<file path="src/rtl/policy_gen.sv">
// -----------------------------------------------------------------------------
// policy_gen
//
// Epsilon-greedy action selector that feeds the game control unit. For each
// accepted request it returns one board cell index (0..8) that is empty in
// the board snapshot taken on the accept edge. It can also return 4'hF when
// no legal move exists.
//
// On an accepted request exactly one of three paths runs:
//   - no empty cell        : answer 4'hF straight away
//   - explore (random)     : walk from a pseudo-random start cell to the first
//                            empty cell, with wrap-around
//   - exploit (greedy)     : stream Q(0)..Q(8) from the external Q memory and
//                            keep the largest signed value among empty cells
//
// Ports
//   clock         in   system clock, rising edge
//   rst_n         in   asynchronous active-low reset
//   soft_clear    in   synchronous abort of any in-flight request (no pulse)
//   start         in   request one action, honoured only while idle
//   board[17:0]   in   board snapshot, cell k at [2k+1:2k], 00 = empty
//   epsilon[7:0]  in   exploration threshold, compared against lfsr[7:0]
//   q_rd_en       out  Q memory read strobe
//   q_addr[3:0]   out  cell index being read
//   q_data[QW-1:0] in  signed Q-value, valid one cycle after q_rd_en
//   action[3:0]   out  chosen cell, or 4'hF for no legal move
//   action_valid  out  one-cycle pulse qualifying action/explored
//   explored      out  1 = action came from the exploration path
//   busy          out  high whenever not idle
// -----------------------------------------------------------------------------
module policy_gen #(
    parameter int          QW   = 16,
    parameter logic [15:0] SEED = 16'hACE1
) (
    input  logic          clock,
    input  logic          rst_n,
    input  logic          soft_clear,
    input  logic          start,
    input  logic [17:0]   board,
    input  logic [7:0]    epsilon,
    output logic          q_rd_en,
    output logic [3:0]    q_addr,
    input  logic [QW-1:0] q_data,
    output logic [3:0]    action,
    output logic          action_valid,
    output logic          explored,
    output logic          busy
);

    // An all-zero LFSR state would lock up, so a zero seed falls back to ACE1.
    localparam logic [15:0] SEED_EFF = (SEED == 16'h0000) ? 16'hACE1 : SEED;
    localparam logic [3:0]  LAST_CELL = 4'd8;
    localparam logic [3:0]  NO_MOVE   = 4'hF;

    typedef enum logic [1:0] {
        S_IDLE    = 2'd0,
        S_SCAN    = 2'd1,
        S_EXPLORE = 2'd2,
        S_DONE    = 2'd3
    } state_t;

    state_t state_q, state_d;

    logic [15:0]          lfsr_q, lfsr_d;
    logic [17:0]          brd_q, brd_d;
    logic [3:0]           ptr_q, ptr_d;
    logic [3:0]           best_idx_q, best_idx_d;
    logic signed [QW-1:0] best_q, best_d;
    logic                 best_valid_q, best_valid_d;
    logic                 q_rd_en_q, q_rd_en_d;
    logic [3:0]           q_addr_q, q_addr_d;
    logic                 rd_pend_q, rd_pend_d;
    logic [3:0]           pend_idx_q, pend_idx_d;
    logic [3:0]           action_q, action_d;
    logic                 explored_q, explored_d;

    // -------------------------------------------------------------------------
    // Per-cell emptiness of the live board (used on accept) and of the latched
    // snapshot (used by the scan and explore paths).
    // -------------------------------------------------------------------------
    logic [8:0] board_empty;
    logic [8:0] brd_empty;

    genvar gi;
    generate
        for (gi = 0; gi < 9; gi++) begin : g_cell
            assign board_empty[gi] = (board[2*gi+1:2*gi] == 2'b00);
            assign brd_empty[gi]   = (brd_q[2*gi+1:2*gi] == 2'b00);
        end
    endgenerate

    logic       any_empty;
    logic       go_explore;
    logic [3:0] ptr_init;
    logic       cand_take;
    logic       scan_last;

    assign any_empty  = |board_empty;
    assign go_explore = (lfsr_q[7:0] < epsilon);
    // lfsr[11:8] spans 0..15; one conditional subtract folds it onto 0..8.
    assign ptr_init   = (lfsr_q[11:8] >= 4'd9) ? (lfsr_q[11:8] - 4'd9) : lfsr_q[11:8];

    // The data returned this cycle belongs to the address issued last cycle
    // (pend_idx_q). A strict compare makes a tie keep the earlier,
    // lower-index cell.
    assign cand_take = rd_pend_q && brd_empty[pend_idx_q] &&
                       (!best_valid_q || ($signed(q_data) > best_q));
    assign scan_last = rd_pend_q && (pend_idx_q == LAST_CELL);

    // -------------------------------------------------------------------------
    // LFSR: Fibonacci, x^16 + x^14 + x^13 + x^11 + 1, shifting toward bit 0.
    // It runs freely in every state and is unaffected by soft_clear.
    // -------------------------------------------------------------------------
    always_comb begin
        lfsr_d = {lfsr_q[0] ^ lfsr_q[2] ^ lfsr_q[3] ^ lfsr_q[5], lfsr_q[15:1]};
    end

    // -------------------------------------------------------------------------
    // FSM: state register
    // -------------------------------------------------------------------------
    always_ff @(posedge clock or negedge rst_n) begin
        if (!rst_n) begin
            state_q <= S_IDLE;
        end else begin
            state_q <= state_d;
        end
    end

    // -------------------------------------------------------------------------
    // FSM: next-state logic
    // -------------------------------------------------------------------------
    always_comb begin
        state_d = state_q;
        if (soft_clear) begin
            state_d = S_IDLE;
        end else begin
            case (state_q)
                S_IDLE: begin
                    if (start) begin
                        if (!any_empty) begin
                            state_d = S_DONE;
                        end else if (go_explore) begin
                            state_d = S_EXPLORE;
                        end else begin
                            state_d = S_SCAN;
                        end
                    end
                end
                S_SCAN: begin
                    if (scan_last) begin
                        state_d = S_DONE;
                    end
                end
                S_EXPLORE: begin
                    if (brd_empty[ptr_q]) begin
                        state_d = S_DONE;
                    end
                end
                S_DONE: begin
                    state_d = S_IDLE;
                end
                default: begin
                    state_d = S_IDLE;
                end
            endcase
        end
    end

    // -------------------------------------------------------------------------
    // FSM: output / datapath next values
    // -------------------------------------------------------------------------
    always_comb begin
        brd_d        = brd_q;
        ptr_d        = ptr_q;
        best_idx_d   = best_idx_q;
        best_d       = best_q;
        best_valid_d = best_valid_q;
        q_rd_en_d    = 1'b0;
        q_addr_d     = q_addr_q;
        rd_pend_d    = 1'b0;
        pend_idx_d   = pend_idx_q;
        action_d     = action_q;
        explored_d   = explored_q;

        if (!soft_clear) begin
            case (state_q)
                S_IDLE: begin
                    if (start) begin
                        brd_d        = board;
                        ptr_d        = ptr_init;
                        best_valid_d = 1'b0;
                        if (!any_empty) begin
                            action_d   = NO_MOVE;
                            explored_d = 1'b0;
                        end else if (!go_explore) begin
                            // First read is issued in the cycle right after accept.
                            q_rd_en_d = 1'b1;
                            q_addr_d  = 4'd0;
                        end
                    end
                end
                S_SCAN: begin
                    // Two-stage pipeline: the issue side walks q_addr 0..8,
                    // the compare side follows one cycle behind.
                    rd_pend_d  = q_rd_en_q;
                    pend_idx_d = q_addr_q;
                    if (q_rd_en_q && (q_addr_q != LAST_CELL)) begin
                        q_rd_en_d = 1'b1;
                        q_addr_d  = q_addr_q + 4'd1;
                    end
                    if (cand_take) begin
                        best_idx_d   = pend_idx_q;
                        best_d       = $signed(q_data);
                        best_valid_d = 1'b1;
                    end
                    if (scan_last) begin
                        // Fold in the final compare in the same cycle.
                        action_d   = cand_take ? pend_idx_q : best_idx_q;
                        explored_d = 1'b0;
                    end
                end
                S_EXPLORE: begin
                    if (brd_empty[ptr_q]) begin
                        action_d   = ptr_q;
                        explored_d = 1'b1;
                    end else begin
                        ptr_d = (ptr_q == LAST_CELL) ? 4'd0 : (ptr_q + 4'd1);
                    end
                end
                default: begin
                end
            endcase
        end
    end

    // -------------------------------------------------------------------------
    // Datapath registers
    // -------------------------------------------------------------------------
    always_ff @(posedge clock or negedge rst_n) begin
        if (!rst_n) begin
            lfsr_q       <= SEED_EFF;
            brd_q        <= '0;
            ptr_q        <= '0;
            best_idx_q   <= '0;
            best_q       <= '0;
            best_valid_q <= 1'b0;
            q_rd_en_q    <= 1'b0;
            q_addr_q     <= '0;
            rd_pend_q    <= 1'b0;
            pend_idx_q   <= '0;
            action_q     <= '0;
            explored_q   <= 1'b0;
        end else begin
            lfsr_q       <= lfsr_d;
            brd_q        <= brd_d;
            ptr_q        <= ptr_d;
            best_idx_q   <= best_idx_d;
            best_q       <= best_d;
            best_valid_q <= best_valid_d;
            q_rd_en_q    <= q_rd_en_d;
            q_addr_q     <= q_addr_d;
            rd_pend_q    <= rd_pend_d;
            pend_idx_q   <= pend_idx_d;
            action_q     <= action_d;
            explored_q   <= explored_d;
        end
    end

    assign q_rd_en      = q_rd_en_q;
    assign q_addr       = q_addr_q;
    assign action       = action_q;
    assign explored     = explored_q;
    assign action_valid = (state_q == S_DONE);
    assign busy         = (state_q != S_IDLE);

endmodule

</file>
<file path="config.mk">
export PLATFORM = sky130hd
export DESIGN_NAME = policy_gen
export DESIGN_NICKNAME = d
export VERILOG_FILES = /design/src/rtl/policy_gen.sv
export SDC_FILE = /design/constraint.sdc
export NUM_CORES = 1
export LEC_CHECK = 0
export ABC_AREA = 1
export CORE_MARGIN = 10
export CORE_UTILIZATION = 55
export DETAILED_ROUTE_END_ITERATION = 10
export GPL_ROUTABILITY_DRIVEN = 1
export MAX_ROUTING_LAYER = met4
export PLACE_DENSITY = 0.89
export SLEW_MARGIN = 20
export SYNTH_ARGS = -nofsm -noshare
export SYNTH_HDL_FRONTEND = slang
export SYNTH_SLANG_ARGS = --single-unit
export TNS_END_PERCENT = 50
</file>
<file path="constraint.sdc">
create_clock -name clock -period 2.75 [get_ports clock]
set_input_delay 0.55 -clock clock [delete_from_list [all_inputs] [get_ports clock]]
set_output_delay 0.55 -clock clock [all_outputs]
set_load 0.02 [all_outputs]
</file>
======== Yosys cells after proc, flatten, opt, wreduce, memory -nomap -nowiden ========
Cells that the tools add are included.
cells by class
  $add $sub $neg .......................... 3
  order comparisons ....................... 5
  eq/ne operators ......................... 18
  multiplexer cells ....................... 43
  bitwise operators ....................... 4
  reduce and logical (&&, ||, !) cells .... 38
operator list
  operator               count
  $mux W4                13
  $logic_not A2 Y1       19
  $ne A2 B2 Y1 const B   9
  $gt A16 B16 Y1         1
  $pmux W4 S2            2
  $mux W1                15
  $mux W2                6
  $pmux W4 S3            1
  $reduce_and A6 Y1      2
  $lt A4 B5 Y1 const B   2
  $ne A3 B3 Y1 const B   3
  $reduce_and A3 Y1      3
  $reduce_or A9 Y1       1
  $add A4 B1 Y4 const B  2
  $bmux W1 S4            2
  $eq A4 B4 Y1 const B   2
  $lt A8 B8 Y1           1
  $pmux W2 S4            1
  $reduce_and A4 Y1      2
  $reduce_bool A2 Y1     3
  $eq A2 B2 Y1 const B   2
  $ge A4 B4 Y1 const B   1
  $logic_and A1 B1 Y1    4
  $ne A4 B4 Y1 const B   1
  other kinds (10)       13
word-level totals
  flip-flop bits (word level) ............. 76
  bits of input ports ..................... 46
  output and inout port bits .............. 12
  logic and storage cells ................. 124

======== Longest topological paths before layout ========
  depth in word-level cells ............... 8
  mapped depth ............................ 19

======== Worst setup path before layout ========
No wires, ideal clock.
  kind .................................... input to register
  start point ............................. in q_data[7]
  end point ............................... reg best_q[10]
  data arrival time ....................... 1.961 ns
  required time ........................... 2.630 ns
  setup slack ............................. 0.670 ns
  cell stages on the path ................. 15
  buffers on the path ..................... 1
  path through ............................ ha_1 a21o_1 nor2_1 nand3_2 nand2_2 nand2_1 nand2_1 nand2_2 nand2_4 nand2_4 inv_4 nand2_4 buf_6 nor2_1 a21oi_2
on the way
  longest elaborated chain between the ends .. 4
RTL lines
  item                                line  text
  start: declaration                  43    input logic [QW-1:0] q_data,
  $gt A16 B16 Y1                      107   (!best_valid_q || ($signed(q_data) > best_q));
  $logic_or A1 B1 Y1                  107
  $logic_and A1 B1 Y1                 106   assign cand_take = rd_pend_q && brd_empty[pend_idx_q] &&
  $reduce_and A3 Y1 (no source line)  n/a
  end signal: assignment              258   best_q <= best_d;
  end: declaration                    68    logic signed [QW-1:0] best_q, best_d;
No other way between the ends.
A chain may end at the register's enable or synchronous reset.

======== Final worst setup path ========
  start point ............................. reg state_q[0]
  end point ............................... out busy
on the way
  longest elaborated chain between the ends .. 1
RTL lines
  item                      line  text
  start: declaration        62    state_t state_q, state_d;
  start signal: assignment  125   state_q <= state_d;
  $reduce_bool A2 Y1        274   assign busy = (state_q != S_IDLE);
  end: declaration          47    output logic busy
No other way between the ends.

==> results.ini <==
[detailed_routing]
drtIter0Drc = 172
remaining_drc_errors = 0
wl_um = 9016
vias_per_cell = 5.252
first_pass_iters = 5
postRouteAntennaNets = 0
avgRoutedWirePerCell_um = 13.66
num_vias = 3466

[final_layout]
final_core_util_pct = 69.49
nets = 636
area_delta_synth_final_pct = 21.24
antennaDiodeCount = 0
num-fill-cells = 572
drive_above_1_share_pct = 12.66

[worst_setup_path]
cp_data_arrival_time_ns = 1.87
slowest_stage = clkdlybuf4s50_1
slowest_delay_ns = 0.64
cpMostUsedCell = inv_1
path_cells = inv_1, ha_1, inv_1, clkdlybuf4s50_1
crit_fanout = 5
cp.required_ns = 2.20
path_class = flip-flop to output port
crit_buf_inv = 3
cp_top_family = buffers and inverters
crit_path_end_kind = output port
start_kind = flip-flop

[clock_tree]
clockBufferDepth = 2
cts_resized = 0
cts_setup_buffers = 0
htree_levels = 3
path_clk_slew_ns = 0.08
clock_latency_ns = 0.35
cts_buffers = 9
cts-root-buf = clkbuf_8
holdBufCountCts = 0
cts_tree = yes
cts.sinks = 76

[sta]
fin_hold_ws_ns = 0.2281
finClkSkew_ns = 0.009067
hold_viol = 0
fin_crit_sh_pct = 88.10
report.final.slew_viol_count = 0
setup_viol = 0
fin_crit_ns = 2.423
worst_pin_slew_ns = 0.5052
fmax_ghz = 0.4127
rsz0062_at_grt = no
relSlewSlack_pct = 66.32

[place]
hpwl_um = 7025
gp_congestion = 0.9264
portBuffers = 57

[die]
dieWidth_um = 107.6
ios = 58
core-area_mm2 = 0.007370
start_util_pct = 57.32
row_count = 31
chipHeight_um = 107.6
dieArea_mm2 = 0.01159

[global_route]
grt_max_degree = 42
grt_pass1_vias = 3566
grtUsageTotal_pct = 16.52
grt_pass1_wl_um = 15440
overflow = 0
antenna_found_initial = 0

[synthesis]
synth_edf_count = 0
postSynthAreaPerCell_um2 = 8.638
syn_inst = 489
ys_seq_elements = 76
synth_warnings = 0
synth_ff_type = dfrtp_1
ys_types = 42
ys_seq_area_share_pct = 45.26
async_flop_share_pct = 100.0
syn_nets = 569
synth_area_mm2 = 0.004224

[worst_hold_path]
hp-class = input port to asynchronous set/reset pin

[power]
power_per_cell_area_mw_per_mm2 = 742.2
ir_worst_vdd_mv = 0.4044
power_leakage_nw = 2.575

[flow_run]
drv_cap = 0

[run_status]
outcome = completed

per-layer routing:
layer	up-vias	track usage, %	part of all wire [%]
met5	-	-	0
met4	0	6.966	1.7
met3	13	3.473	6.0
met2	112	25.85	47
met1	1628	20.27	46
li1	1713	-	-
report_power, final:
part | internal (mW) | switching (mW) | leakage [nW]
Combinational | 0.558 | 0.865 | 1.59
Sequential | 1.39 | 0.200 | 0.894
Clock | 0.402 | 0.388 | 0.0937
cell type report:
cell class	count	area [um2]	share of cell area (%)
Timing Repair Buffer	65	650.6	12.70
Clock inverter	1	5.005	0.09773
Clock buffer	15	176.4	3.445
Inverter	82	310.3	6.059
Tap cell	99	123.9	2.419
Multi-Input combinational cell	322	1943	37.94
Sequential cell	76	1912	37.33
flip-flops by register name, summed over array words and instances, names as in the netlist, 2 cells and up:
register    cells
state_q         2
q_addr          4
action          4
ptr_q           4
pend_idx_q      4
lfsr_q         16
brd_q          18
best_idx_q      4
best_q         16
cell families (layout without fill, tap and decap cells):
logic type                 after synthesis  in the layout  synth area share, %
and+or+nand+nor                        179            179                18.84
AOI/OAI and AO/OA                       97             97                14.34
buffers and inverters                   91            163                8.738
DFF                                     76             76                45.26
adders and majority gates               34             34                10.07
xor gates and xnor gates                 7              7                1.451
muxes                                    5              5                1.303
layout by cell type (no fill, tap or decap), types with 3 or more instances in the layout:
| cell type | synthesis | routed |
|---|---|---|
| a21oi_1 | 20 | 20 |
| a21oi_2 | 16 | 16 |
| a22oi_1 | 4 | 4 |
| buf_4 | 0 | 6 |
| clkbuf_1 | 4 | 3 |
| clkbuf_8 | 0 | 12 |
| clkdlybuf4s50_1 | 0 | 56 |
| dfrtp_1 | 68 | 68 |
| dfstp_2 | 8 | 8 |
| ha_1 | 34 | 34 |
| inv_1 | 78 | 78 |
| inv_2 | 3 | 3 |
| mux2_2 | 4 | 4 |
| nand2_1 | 80 | 80 |
| nand2_2 | 4 | 4 |
| nand2_4 | 3 | 3 |
| nand3_1 | 33 | 33 |
| nand4_1 | 4 | 4 |
| nor2_1 | 45 | 45 |
| nor2_2 | 4 | 4 |
| o21ai_0 | 43 | 43 |
| xnor2_1 | 3 | 3 |
| xor2_1 | 4 | 4 |
path summary, 6_finish.rpt:
kind	start	to	slack [ns]	cells after the start
setup / recovery	state_q[0]	busy	0.33	4
hold / removal	rst_n	best_q[3]	0.23	2
setup reg to reg	lfsr_q[5]	q_addr[0]	0.55	9
hold reg to reg	lfsr_q[12]	lfsr_q[11]	0.36	0
max in group asynchronous	rst_n	lfsr_q[15]	2.11	2
min in group clock	lfsr_q[12]	lfsr_q[11]	0.36	0
per-stage QoR:
stage	setup slack (ns)	cells	power [mW]	area, um2	setup TNS, ns
3_5_place_dp	-0.02264	644	3.008	4940	-0.06601
3_3_place_gp	0.07954	644	2.940	4940	0
6_report	0.3271	660	3.801	5121	0
2_1_floorplan	0.6699	489	2.490	4224	0
4_1_cts	0.3250	660	3.813	5121	0
5_1_grt	0.1582	660	4.070	5121	0
synthesized netlist by cell type, types with 2 or more instances:
master / instances / area (um2)
a21oi_1: 20 / 100.1
a21oi_2: 16 / 140.1
a22oi_1: 4 / 30.03
buf_2: 2 / 10.01
buf_6: 3 / 33.78
clkbuf_1: 4 / 15.01
dfrtp_1: 68 / 1702
dfstp_2: 8 / 210.2
ha_1: 34 / 425.4
inv_1: 78 / 292.8
inv_2: 3 / 11.26
mux2_2: 4 / 45.04
nand2_1: 80 / 300.3
nand2_2: 4 / 25.02
nand2_4: 3 / 33.78
nand3_1: 33 / 165.2
nand4_1: 4 / 25.02
nor2_1: 45 / 168.9
nor2_2: 4 / 25.02
o21ai_0: 43 / 215.2
o221ai_1: 2 / 17.52
o31ai_1: 2 / 15.01
xnor2_1: 3 / 26.28
xor2_1: 4 / 35.03
No activity file was read; power rests on OpenSTA's default activity.
==> RTL edit, RTL diff (same flow settings) <==
Reset style: synchronous (`rst_n`), changed in 2 clocked blocks. Comments in the files are not updated.
--- a/src/rtl/policy_gen.sv
+++ b/src/rtl/policy_gen.sv
@@ -118,7 +118,7 @@
     // -------------------------------------------------------------------------
     // FSM: state register
     // -------------------------------------------------------------------------
-    always_ff @(posedge clock or negedge rst_n) begin
+    always_ff @(posedge clock) begin
         if (!rst_n) begin
             state_q <= S_IDLE;
         end else begin
@@ -236,7 +236,7 @@
     // -------------------------------------------------------------------------
     // Datapath registers
     // -------------------------------------------------------------------------
-    always_ff @(posedge clock or negedge rst_n) begin
+    always_ff @(posedge clock) begin
         if (!rst_n) begin
             lfsr_q       <= SEED_EFF;
             brd_q        <= '0;
Check against the original RTL: differs if rst_n is asserted again (counterexample within 4 cycles, from zero or initial values and one cycle with rst_n low); with rst_n held inactive, the same outputs for 10 cycles.
==> RTL edit against the unedited design <==
Synthesized area down 2.5%. Final area is 2.7% lower. Routed wire length up 12%. Non-clock buffer count fell by 4. First-iteration DRC count up 45%. Setup slack worse by 76 ps. Sequential cell count unchanged. Global-route usage is 1.9 points higher.
Power is not compared: it rests on default switching activity, and its combinational part moved more than twofold at a synthesized area within 25%.
==> RTL edit: results (changes against the unedited design) <==
[run_status]
status = finished clean

[yosys]
ys.flop_type = dfxtp_1
synth_fp_nets = 676  ; +19%
netlist_top_cells_area = dfxtp_1 37%, nand2_1 11%, ha_1 10%
synth.area.mux_share = 0  ; -0.0130
synthXorXnorAreaFrac = 0.0128  ; -0.00176
async_reset_ff_frac = 0  ; -1.00
yosys.area_share.adder = 0.103  ; +0.00257
ys_top_cells_by_count = 124 x nand2_1, 93 x nor2_1, 91 x inv_1

[power_and_ir_drop]
p_total_uw = 2690

[drt]
drt_iter0_drc = 249  ; +45%
vias = 3938  ; +14%
wl_met2_microns = 5270  ; +25%
drt_wl_total_microns = 10100  ; +12%
wl_met1_microns = 4090  ; -0.70%
wl_met3_microns = 457  ; -15%

[placed_design]
placed_cells = 741  ; +15%
place.gp.congestion = 0.932  ; +0.64%
dp_hpwl_microns = 7620  ; +8.5%

[worst_setup_path]
critical_path.max_fanout = 6  ; +1
r2r_start = state_q[0]$_SDFFE_PP0P_
reg2reg_to = q_addr[1]$_SDFFE_PN0P_
worstPathArrival_ps = 1950  ; +80 ps

[cells_and_area]
drive_above_1_share = 0.0623  ; -0.0642
nNetsFinal = 733  ; +15%

[sta]
tightest_slew_ps = 645  ; +140 ps

[grt]
grt_pass1_wl_microns = 17100  ; +11%
use_met1 = 0.194  ; -0.00847
use_met2 = 0.327  ; +0.0688
grt_max_degree = 35  ; -17%
grt_pass1_vias = 3862  ; +8.3%

[hold_path]
hold_path.class = flip-flop to flip-flop

==> RTL edit: cell count changes after synthesis, sizes merged, moves of 5 or more <==
| cell | delta |
|---|---|
| nor2 | +46 |
| o22ai | +5 |
| inv | +13 |
| dfstp | -8 |
| dfrtp | -68 |
| dfxtp | +76 |
| clkbuf | +5 |
| nand2 | +41 |
| or2 | +6 |
==> RTL edit: area by class of cell <==
class	count	area, sq um
sequential	76	1520
tap	99	124
clock inverter	5	75.1
timing repair buffer	61	601
clock buffer	11	141
inverter	95	357
fill	593	2270
multi-input combinational	410	2160
==> RTL edit: metrics by stage <==
stage / instance area, sq um / hold slack [ps] / setup WS [ps]
2_1_floorplan: 4120 / 390 / 731
3_3_place_gp: 4770 / 398 / 137
3_5_place_dp: 4770 / 406 / 21.2
4_1_cts: 4980 / 425 / 268
5_1_grt: 4980 / 433 / 156
6_report: 4980 / 424 / 251
